==> src/rtl/mem_lsu_pkg.sv <==
// Shared RV32I types for the load/store unit: word type, load/store funct3 codes
// and the LSU sequencing state.
package rv32i_types;

    typedef logic [31:0] rv32i_word;

    typedef enum logic [2:0] {
        lb  = 3'b000,
        lh  = 3'b001,
        lw  = 3'b010,
        lbu = 3'b100,
        lhu = 3'b101
    } load_funct3_t;

    typedef enum logic [2:0] {
        sb = 3'b000,
        sh = 3'b001,
        sw = 3'b010
    } store_funct3_t;

    typedef enum logic [1:0] {
        IDLE = 2'b00,
        BUSY = 2'b01,
        DONE = 2'b10
    } lsu_state_t;

endpackage

==> src/rtl/mem_lsu_if.sv <==
// Data-memory request/response bus between the LSU (master) and the data memory (slave).
interface mem_lsu_if;
    import rv32i_types::*;

    rv32i_word   dmem_address;
    logic        dmem_read;
    logic        dmem_write;
    logic [3:0]  dmem_wmask;
    rv32i_word   dmem_wdata;
    rv32i_word   dmem_rdata;
    logic        dmem_resp;

    modport master (
        output dmem_address, dmem_read, dmem_write, dmem_wmask, dmem_wdata,
        input  dmem_rdata, dmem_resp
    );

    modport slave (
        input  dmem_address, dmem_read, dmem_write, dmem_wmask, dmem_wdata,
        output dmem_rdata, dmem_resp
    );
endinterface

==> src/rtl/mem_lsu_load_extend.sv <==
// Combinational load extraction: selects the byte/halfword addressed by bit_shift
// from the raw memory word and sign- or zero-extends it.
module load_extend
    import rv32i_types::*;
(
    input  logic [2:0] funct3,
    input  logic [1:0] bit_shift,
    input  rv32i_word  rdata,
    output rv32i_word  result
);

    logic [7:0]  byte_sel;
    logic [15:0] half_sel;

    always_comb begin
        byte_sel = rdata[{bit_shift, 3'b000} +: 8];
        half_sel = bit_shift[1] ? rdata[31:16] : rdata[15:0];
        result   = rdata;
        case (load_funct3_t'(funct3))
            lb:      result = {{24{byte_sel[7]}}, byte_sel};
            lbu:     result = {24'h000000, byte_sel};
            lh:      result = {{16{half_sel[15]}}, half_sel};
            lhu:     result = {16'h0000, half_sel};
            lw:      result = rdata;
            default: result = rdata;
        endcase
    end

endmodule

==> src/rtl/mem_lsu.sv <==
// MEM-stage load/store unit: issues one data-memory access per load/store,
// stalls the pipeline until the response, then presents the extended result.
//
// state | meaning
// IDLE  | no access outstanding; a valid load/store launches one
// BUSY  | strobe held on the dmem bus, waiting for dmem_resp
// DONE  | result valid for one cycle; pipeline released
module mem_lsu
    import rv32i_types::*;
(
    input  logic        clk,
    input  logic        rst,
    input  logic        mem_read,
    input  logic        mem_write,
    input  logic [2:0]  funct3,
    input  logic        trap_in,
    input  rv32i_word   addr_aligned,
    input  logic [1:0]  bit_shift,
    input  logic [3:0]  wmask_in,
    input  rv32i_word   write_data,
    mem_lsu_if.master   dmem,
    output logic        stall,
    output rv32i_word   load_data,
    output logic        done,
    output rv32i_word   mem_rdata_rvfi,
    output rv32i_word   mem_wdata_rvfi
);

    lsu_state_t state, next_state;

    logic       req;
    logic       read_q, write_q, is_store_q;
    logic [2:0] funct3_q;
    logic [1:0] bit_shift_q;
    logic [3:0] wmask_q;
    rv32i_word  address_q, wdata_q;
    rv32i_word  load_data_q, rdata_rvfi_q, wdata_rvfi_q;
    rv32i_word  extended;

    assign req = (mem_read | mem_write) & ~trap_in;

    load_extend u_load_extend (
        .funct3    (funct3_q),
        .bit_shift (bit_shift_q),
        .rdata     (dmem.dmem_rdata),
        .result    (extended)
    );

    always_ff @(posedge clk or posedge rst) begin
        if (rst) state <= IDLE;
        else     state <= next_state;
    end

    always_comb begin
        next_state = state;
        stall      = 1'b0;
        case (state)
            IDLE: begin
                if (req) begin
                    stall      = 1'b1;
                    next_state = BUSY;
                end
            end
            BUSY: begin
                stall = 1'b1;
                if (dmem.dmem_resp) next_state = DONE;
            end
            DONE:    next_state = IDLE;
            default: next_state = IDLE;
        endcase
    end

    // Stores win over loads when both flags are set; loads never drive a byte mask.
    always_ff @(posedge clk or posedge rst) begin
        if (rst) begin
            read_q       <= 1'b0;
            write_q      <= 1'b0;
            is_store_q   <= 1'b0;
            funct3_q     <= 3'b000;
            bit_shift_q  <= 2'b00;
            wmask_q      <= 4'b0000;
            address_q    <= '0;
            wdata_q      <= '0;
            load_data_q  <= '0;
            rdata_rvfi_q <= '0;
            wdata_rvfi_q <= '0;
        end else begin
            if (state == IDLE && req) begin
                read_q      <= mem_read & ~mem_write;
                write_q     <= mem_write;
                is_store_q  <= mem_write;
                funct3_q    <= funct3;
                bit_shift_q <= bit_shift;
                address_q   <= addr_aligned;
                wmask_q     <= mem_write ? wmask_in : 4'b0000;
                wdata_q     <= mem_write ? (write_data << {bit_shift, 3'b000}) : '0;
            end
            if (state == BUSY && dmem.dmem_resp) begin
                read_q       <= 1'b0;
                write_q      <= 1'b0;
                rdata_rvfi_q <= dmem.dmem_rdata;
                wdata_rvfi_q <= wdata_q;
                load_data_q  <= is_store_q ? '0 : extended;
            end
        end
    end

    assign dmem.dmem_read    = read_q;
    assign dmem.dmem_write   = write_q;
    assign dmem.dmem_address = address_q;
    assign dmem.dmem_wmask   = wmask_q;
    assign dmem.dmem_wdata   = wdata_q;

    assign done           = (state == DONE);
    assign load_data      = load_data_q;
    assign mem_rdata_rvfi = rdata_rvfi_q;
    assign mem_wdata_rvfi = wdata_rvfi_q;

endmodule

==> src/flat_wrapper.sv <==
// flat-port wrapper written by rule: the top's interface ports become plain ports
module mem_lsu_flat import rv32i_types::*;
  (clk, rst, mem_read, mem_write, funct3, trap_in, addr_aligned, bit_shift, wmask_in, write_data, stall, load_data, done, mem_rdata_rvfi, mem_wdata_rvfi, dmem_dmem_address, dmem_dmem_read, dmem_dmem_write, dmem_dmem_wmask, dmem_dmem_wdata, dmem_dmem_rdata, dmem_dmem_resp);
  mem_lsu_if dmem_i ();
  input  logic clk;
  input  logic rst;
  input  logic mem_read;
  input  logic mem_write;
  input  logic [2:0] funct3;
  input  logic trap_in;
  input  rv32i_word addr_aligned;
  input  logic [1:0] bit_shift;
  input  logic [3:0] wmask_in;
  input  rv32i_word write_data;
  output logic stall;
  output rv32i_word load_data;
  output logic done;
  output rv32i_word mem_rdata_rvfi;
  output rv32i_word mem_wdata_rvfi;
  output wire logic [$bits(dmem_i.dmem_address)-1:0] dmem_dmem_address;
  output wire logic [$bits(dmem_i.dmem_read)-1:0] dmem_dmem_read;
  output wire logic [$bits(dmem_i.dmem_write)-1:0] dmem_dmem_write;
  output wire logic [$bits(dmem_i.dmem_wmask)-1:0] dmem_dmem_wmask;
  output wire logic [$bits(dmem_i.dmem_wdata)-1:0] dmem_dmem_wdata;
  input wire logic [$bits(dmem_i.dmem_rdata)-1:0] dmem_dmem_rdata;
  input wire logic [$bits(dmem_i.dmem_resp)-1:0] dmem_dmem_resp;
  assign dmem_dmem_address = dmem_i.dmem_address;
  assign dmem_dmem_read = dmem_i.dmem_read;
  assign dmem_dmem_write = dmem_i.dmem_write;
  assign dmem_dmem_wmask = dmem_i.dmem_wmask;
  assign dmem_dmem_wdata = dmem_i.dmem_wdata;
  assign dmem_i.dmem_rdata = dmem_dmem_rdata;
  assign dmem_i.dmem_resp = dmem_dmem_resp;
  mem_lsu u_core (.clk(clk), .rst(rst), .mem_read(mem_read), .mem_write(mem_write), .funct3(funct3), .trap_in(trap_in), .addr_aligned(addr_aligned), .bit_shift(bit_shift), .wmask_in(wmask_in), .write_data(write_data), .dmem(dmem_i), .stall(stall), .load_data(load_data), .done(done), .mem_rdata_rvfi(mem_rdata_rvfi), .mem_wdata_rvfi(mem_wdata_rvfi));
endmodule
==> config.mk <==
export PLATFORM = sky130hd
export DESIGN_NAME = mem_lsu_flat
export DESIGN_NICKNAME = d
export VERILOG_FILES = /design/src/rtl/mem_lsu_pkg.sv /design/src/rtl/mem_lsu_if.sv /design/src/rtl/mem_lsu_load_extend.sv /design/src/rtl/mem_lsu.sv /design/src/flat_wrapper.sv
export SDC_FILE = /design/constraint.sdc
export NUM_CORES = 1
export LEC_CHECK = 0
export BUFFER_PORTS_ARGS = -buffer_cell sky130_fd_sc_hd__buf_2
export CORE_ASPECT_RATIO = 2
export CORE_UTILIZATION = 30
export CTS_BUF_LIST = sky130_fd_sc_hd__clkbuf_16
export DETAILED_ROUTE_END_ITERATION = 7
export PLACE_DENSITY_LB_ADDON = 0.08
export SYNTH_ARGS = -nofsm -noshare
export SYNTH_HDL_FRONTEND = slang
export SYNTH_HIERARCHICAL = 1
export SYNTH_SLANG_ARGS = --single-unit
==> constraint.sdc <==
create_clock -name clk -period 9.7 [get_ports clk]
set_clock_uncertainty 0.1 [all_clocks]
set_input_delay 1.455 -clock clk [delete_from_list [all_inputs] [get_ports clk]]
set_output_delay 1.455 -clock clk [all_outputs]
set_load 0.05 [all_outputs]
# After elaboration in Yosys (flattened, before gate mapping)
# Index checks and enable logic that the tools add are counted.
# W data, S select, Z words.
totals:
  ff_bits: 174
  inputBits: 111
  out_inout_bits: 168
  word_cells: 46
op_classes:
  n_eq_ne: 7
  shifts: 2
  n_mux: 14
  bitwise_logic: 5
  reduce_logical: 6
op_table:
  columns: ["cell", "count"]
  rows:
  - ["$pmux W32 S4", 1]
  - ["$mux W32", 2]
  - ["$shiftx A32 B6 Y8", 1]
  - ["$shl A32 B5 Y32", 1]
  - ["$mux W16", 1]
  - ["$eq A3 B3 Y1 const B", 2]
  - ["$mux W1", 5]
  - ["$mux W2", 2]
  - ["$mux W4", 1]
  - ["$pmux W2 S2", 1]
  - ["$eq A3 B1 Y1 const B", 1]
  - ["$logic_not A3 Y1", 1]
  - ["$and A1 B1 Y1", 2]
  - ["$eq A2 B1 Y1 const B", 1]
  - ["$eq A2 B2 Y1 const B", 1]
  - ["$logic_and A1 B1 Y1", 2]
  - ["$logic_not A2 Y1", 1]
  - ["$ne A2 B1 Y1 const B", 1]
  - ["$ne A2 B2 Y1 const B", 1]
  - ["$not A1 Y1", 2]
  - ["$pmux W1 S2", 1]
  - ["$reduce_and A2 Y1", 1]
  - ["$reduce_bool A2 Y1", 1]
  - ["$or A1 B1 Y1", 1]

# Logic depth before layout (Yosys ltp)
depth:
  ltp_word: 5
  mapped_depth: 7
  ltp_nobuf: 5

# By module
# The synthesis kept the hierarchy.
modules_own_cells:
  columns: ["module", "n_inst", "cells_per_inst", "area_each_um2", "seq_area_each_um2"]
  rows:
  - ["mem_lsu", 1, 521, 7043.0, 4354.2]
  - ["load_extend", 1, 96, 845.8, 0.0]

# Worst setup path before layout
# OpenSTA, ideal clock, no wires.
synth_timing:
  path_type: "input to output"
  startpoint: "input port mem_write"
  endpoint: "output port stall"
  arrival_time_ns: 2.560
  required_time_ns: 8.145
  path_slack_ns: 5.585
  path_stages: 3
  n_path_buf: 1
  cell_sequence: "clkbuf_2 > o21bai_2 > a21oi_1"
synth_via:
  elab_chain_cells: 4
synth_lines:
  columns: ["item", "line", "rtl"]
  rows:
  - ["start, declared", "flat_wrapper.sv:8", "input logic mem_write;"]
  - ["$or A1 B1 Y1", "mem_lsu.sv:40", "assign req = (mem_read | mem_write) & ~trap_in;"]
  - ["$and A1 B1 Y1", "mem_lsu.sv:40", null]
  - ["$mux W1", "mem_lsu.sv:59", "if (req) begin"]
  - ["$pmux W1 S2", "mem_lsu.sv:57", "case (state)"]
  - ["end, declared", "flat_wrapper.sv:15", "output logic stall;"]
# No other way between the ends.

# Worst setup path after layout
# Same ends and word-level chain as after synthesis.

==> flow_summary.ini <==
[outcome]
status = completed

[clock_network]
clockRootBuffer = clkbuf_16
cts_sinks = 174
cts_resized = 0
htree_levels = 4
holdBufCountCts = 0
clkTransAtPathRegs_ns = 0.07
post_cts_buffers = 0
numCtsBuffers = 17
cts_buffer_depth = 2
cts_tree = built
clk_latency_ns = 0.44

[layout]
instances_no_fill = 1226
n_fill_cell = 2661
area_growth_pct = 27.90
diodes = 0
nets = 984
multi_input_area_sq_um = 3276
register_area_sq_um = 4354
drive_above_1_share = 0.4989

[route]
wl_um = 24480
detail_route.wl_per_cell_um = 19.97
via_count = 5932
drc = 0
viasPerCell = 4.838
drt_iter0_markers = 197
dr.pass1.iters = 4
postRouteAntennaNets = 0

[floorplanning]
initial_core_util = 0.3063
fp.dieH_um = 231.3
dieArea_sq_um = 26990
pin_count = 279
die_x_um = 116.7
core-area_sq_um = 25750
rows = 83

[yosys]
synth_seq_cells = 174
yosys_warnings = 6
synth_cell_types = 47
syn_inst = 617
mappedNetlistArea_sq_um = 7889
synthesis.nets = 728
ys_seq_area_frac = 0.5519
syn_area_per_cell_sq_um = 12.79

[critical_path]
cp_data_arrival_time_ns = 2.31
cp_max_fo = 10
crit_required_ns = 8.15
worstSetupPathType = input pin to output pin
startpoint_type = input pin
cp-end-kind = output pin

[grt]
grt_util_all_layers = 0.1887
grt_pass1_wl_um = 36810
antenna_found_initial = 0
grt-ovfl-total = 0
grt_max_degree = 102
grt_pass1_vias = 6269

[pwr]
power_density_nw_per_um2 = 371.7
ir_drop_uv = 216.2
power.leakage_nw = 4.966

[placed_design]
post-place-cells = 1194
io_buffers = 278
gp_congestion = 0.8181
dpl.hpwl_um = 18610

[sta]
post-route-period-util = 0.3985
setup_viol = 0
worst_pin_slew_ns = 1.059
max_freq_mhz = 258.7
finalSetupTns_ns = 0
layout_min_cycle_time_ns = 3.865
finalHoldViolations = 0
final_max_slew_viol_count = 0
relSlewSlack = 0.2894
rsz0062_at_grt = no

[hold_path]
hp-class = flop to flop

[run]
drv_cap = 0
==> where the power goes <==
| group | internal (mW) | leakage (nW) | switching [mW] |
|---|---|---|---|
| combinational | 0.516 | 2.50 | 1.37 |
| sequential | 0.997 | 2.19 | 0.188 |
| clock | 0.362 | 0.276 | 0.315 |
| total | 1.87 | 4.97 | 1.88 |
==> cells in the mapped netlist (all sizes together) <==
cell     count  area [sq um]
nand2       49         183.9
o21bai       1         11.26
or3b         1         8.760
a211oi       1         7.510
a211o        8         70.07
nand3b       1         7.510
inv          4         15.01
nor2b       20         125.1
and3         2         12.51
nor2         5         26.27
o21a         3         22.52
or4b         1         10.01
a22o        18         157.7
a22oi        1         21.27
o31ai        1         7.510
dfrtp      174          4354
o21ai       43         219.0
nor4b        2         23.77
buf         28         180.2
or2          2         12.51
o31a         1         17.52
a21oi       10         50.05
a221o        6         60.06
o2bb2ai     16         140.1
a2bb2oi     20         262.8
mux2       106          1205
or3          1         6.260
o221ai       5         43.79
a21o         1         7.510
a32o         8         80.08
mux2i       22         220.2
clkbuf      18         68.81
nor3         2         21.27
clkinv       1         3.750
nand2b      34         212.7
nor3b        1         12.51
==> sequential cells by signal, summed over array words and instances, names as in the netlist, 2 cells and up <==
name and cells:
u_core/load_data 32, u_core/mem_rdata_rvfi 32, u_core/funct3_q 3, u_core/dmem.dmem_address 32, u_core/state 2, u_core/mem_wdata_rvfi 32, u_core/bit_shift_q 2, u_core/dmem.dmem_wdata 32
u_core/dmem.dmem_wmask 4
==> layer usage <==
metal,vias to the layer above,share of wire,GRT usage,routed length [um]
met5,-,0,0,0
met4,0,0.037,0.09612,902
met3,36,0.038,0.03870,942
met2,178,0.60,0.3711,14570
met1,2964,0.33,0.1748,8064
li1,2754,-,-,-
==> layout make-up <==
cell class	instances	share of cell area
timing repair buffer	283	0.1416
inverter	5	0.002356
tap	340	0.04216
multi-input combinational	392	0.3247
sequential	174	0.4315
clock buffer	17	0.04216
clock inverter	15	0.01550
==> through the flow <==
stage | power (mW) | instance area [sq um] | hold slack, ns | worst slack (ns) | util
3_3_place_gp | 3.095 | 9508 | 0.3605 | 5.825 | 0.3692
2_1_floorplan | 2.634 | 7889 | 0.3820 | 3.428 | -
4_1_cts | 3.812 | 10090 | 0.3819 | 5.841 | 0.3918
5_1_grt | 3.945 | 10090 | 0.4127 | 5.751 | 0.3918
6_report | 3.750 | 10090 | 0.3789 | 5.835 | 0.3918
3_5_place_dp | 3.117 | 9508 | 0.3655 | 5.842 | 0.3692
==> worst max-delay path: stages <==
cell      delay [ns]
buf_2           0.14
o21bai_2        0.37
a21oi_1         0.12
buf_2           0.22
==> path summary, 6_finish.rpt <==
kind | startpoint | endpoint | slack (ns) | cells after the start
max | mem_write | stall | 5.83 | 4
min | u_core/load_data[18]$_DFFE_PP0P_ | u_core/load_data[18]$_DFFE_PP0P_ | 0.38 | 2
max reg2reg | u_core/funct3_q[1]$_DFFE_PP0P_ | u_core/load_data[28]$_DFFE_PP0P_ | 6.94 | 5
min reg2reg | u_core/load_data[18]$_DFFE_PP0P_ | u_core/load_data[18]$_DFFE_PP0P_ | 0.38 | 2
max in group asynchronous | rst | u_core/mem_wdata_rvfi[23]$_DFFE_PP0P_ | 6.82 | 3
min in group asynchronous | rst | u_core/dmem.dmem_address[20]$_DFFE_PP0P_ | 1.10 | 2
==> kinds of logic after synthesis <==
logic type | Yosys count | synth area share
flops | 174 | 0.5519
compound gates | 143 | 0.1494
mux | 128 | 0.1806
simple gates | 121 | 0.08406
buf+inv | 51 | 0.03394
==> cells in the final DEF, fill, tap and decap left out, types with 8 or more instances in the layout <==
master	Yosys	routed
o2bb2ai_1	16	16
clkbuf_16	0	17
a211o_1	8	8
nor2b_1	20	20
nand2_1	49	49
a32o_1	8	8
mux2_2	100	100
o21ai_0	42	42
a21oi_1	10	10
nand2b_1	34	34
dfrtp_1	174	174
buf_2	18	278
a22o_1	18	18
a2bb2oi_2	14	14
mux2i_1	22	22
Note: power is estimated with default switching activity, not from simulation.
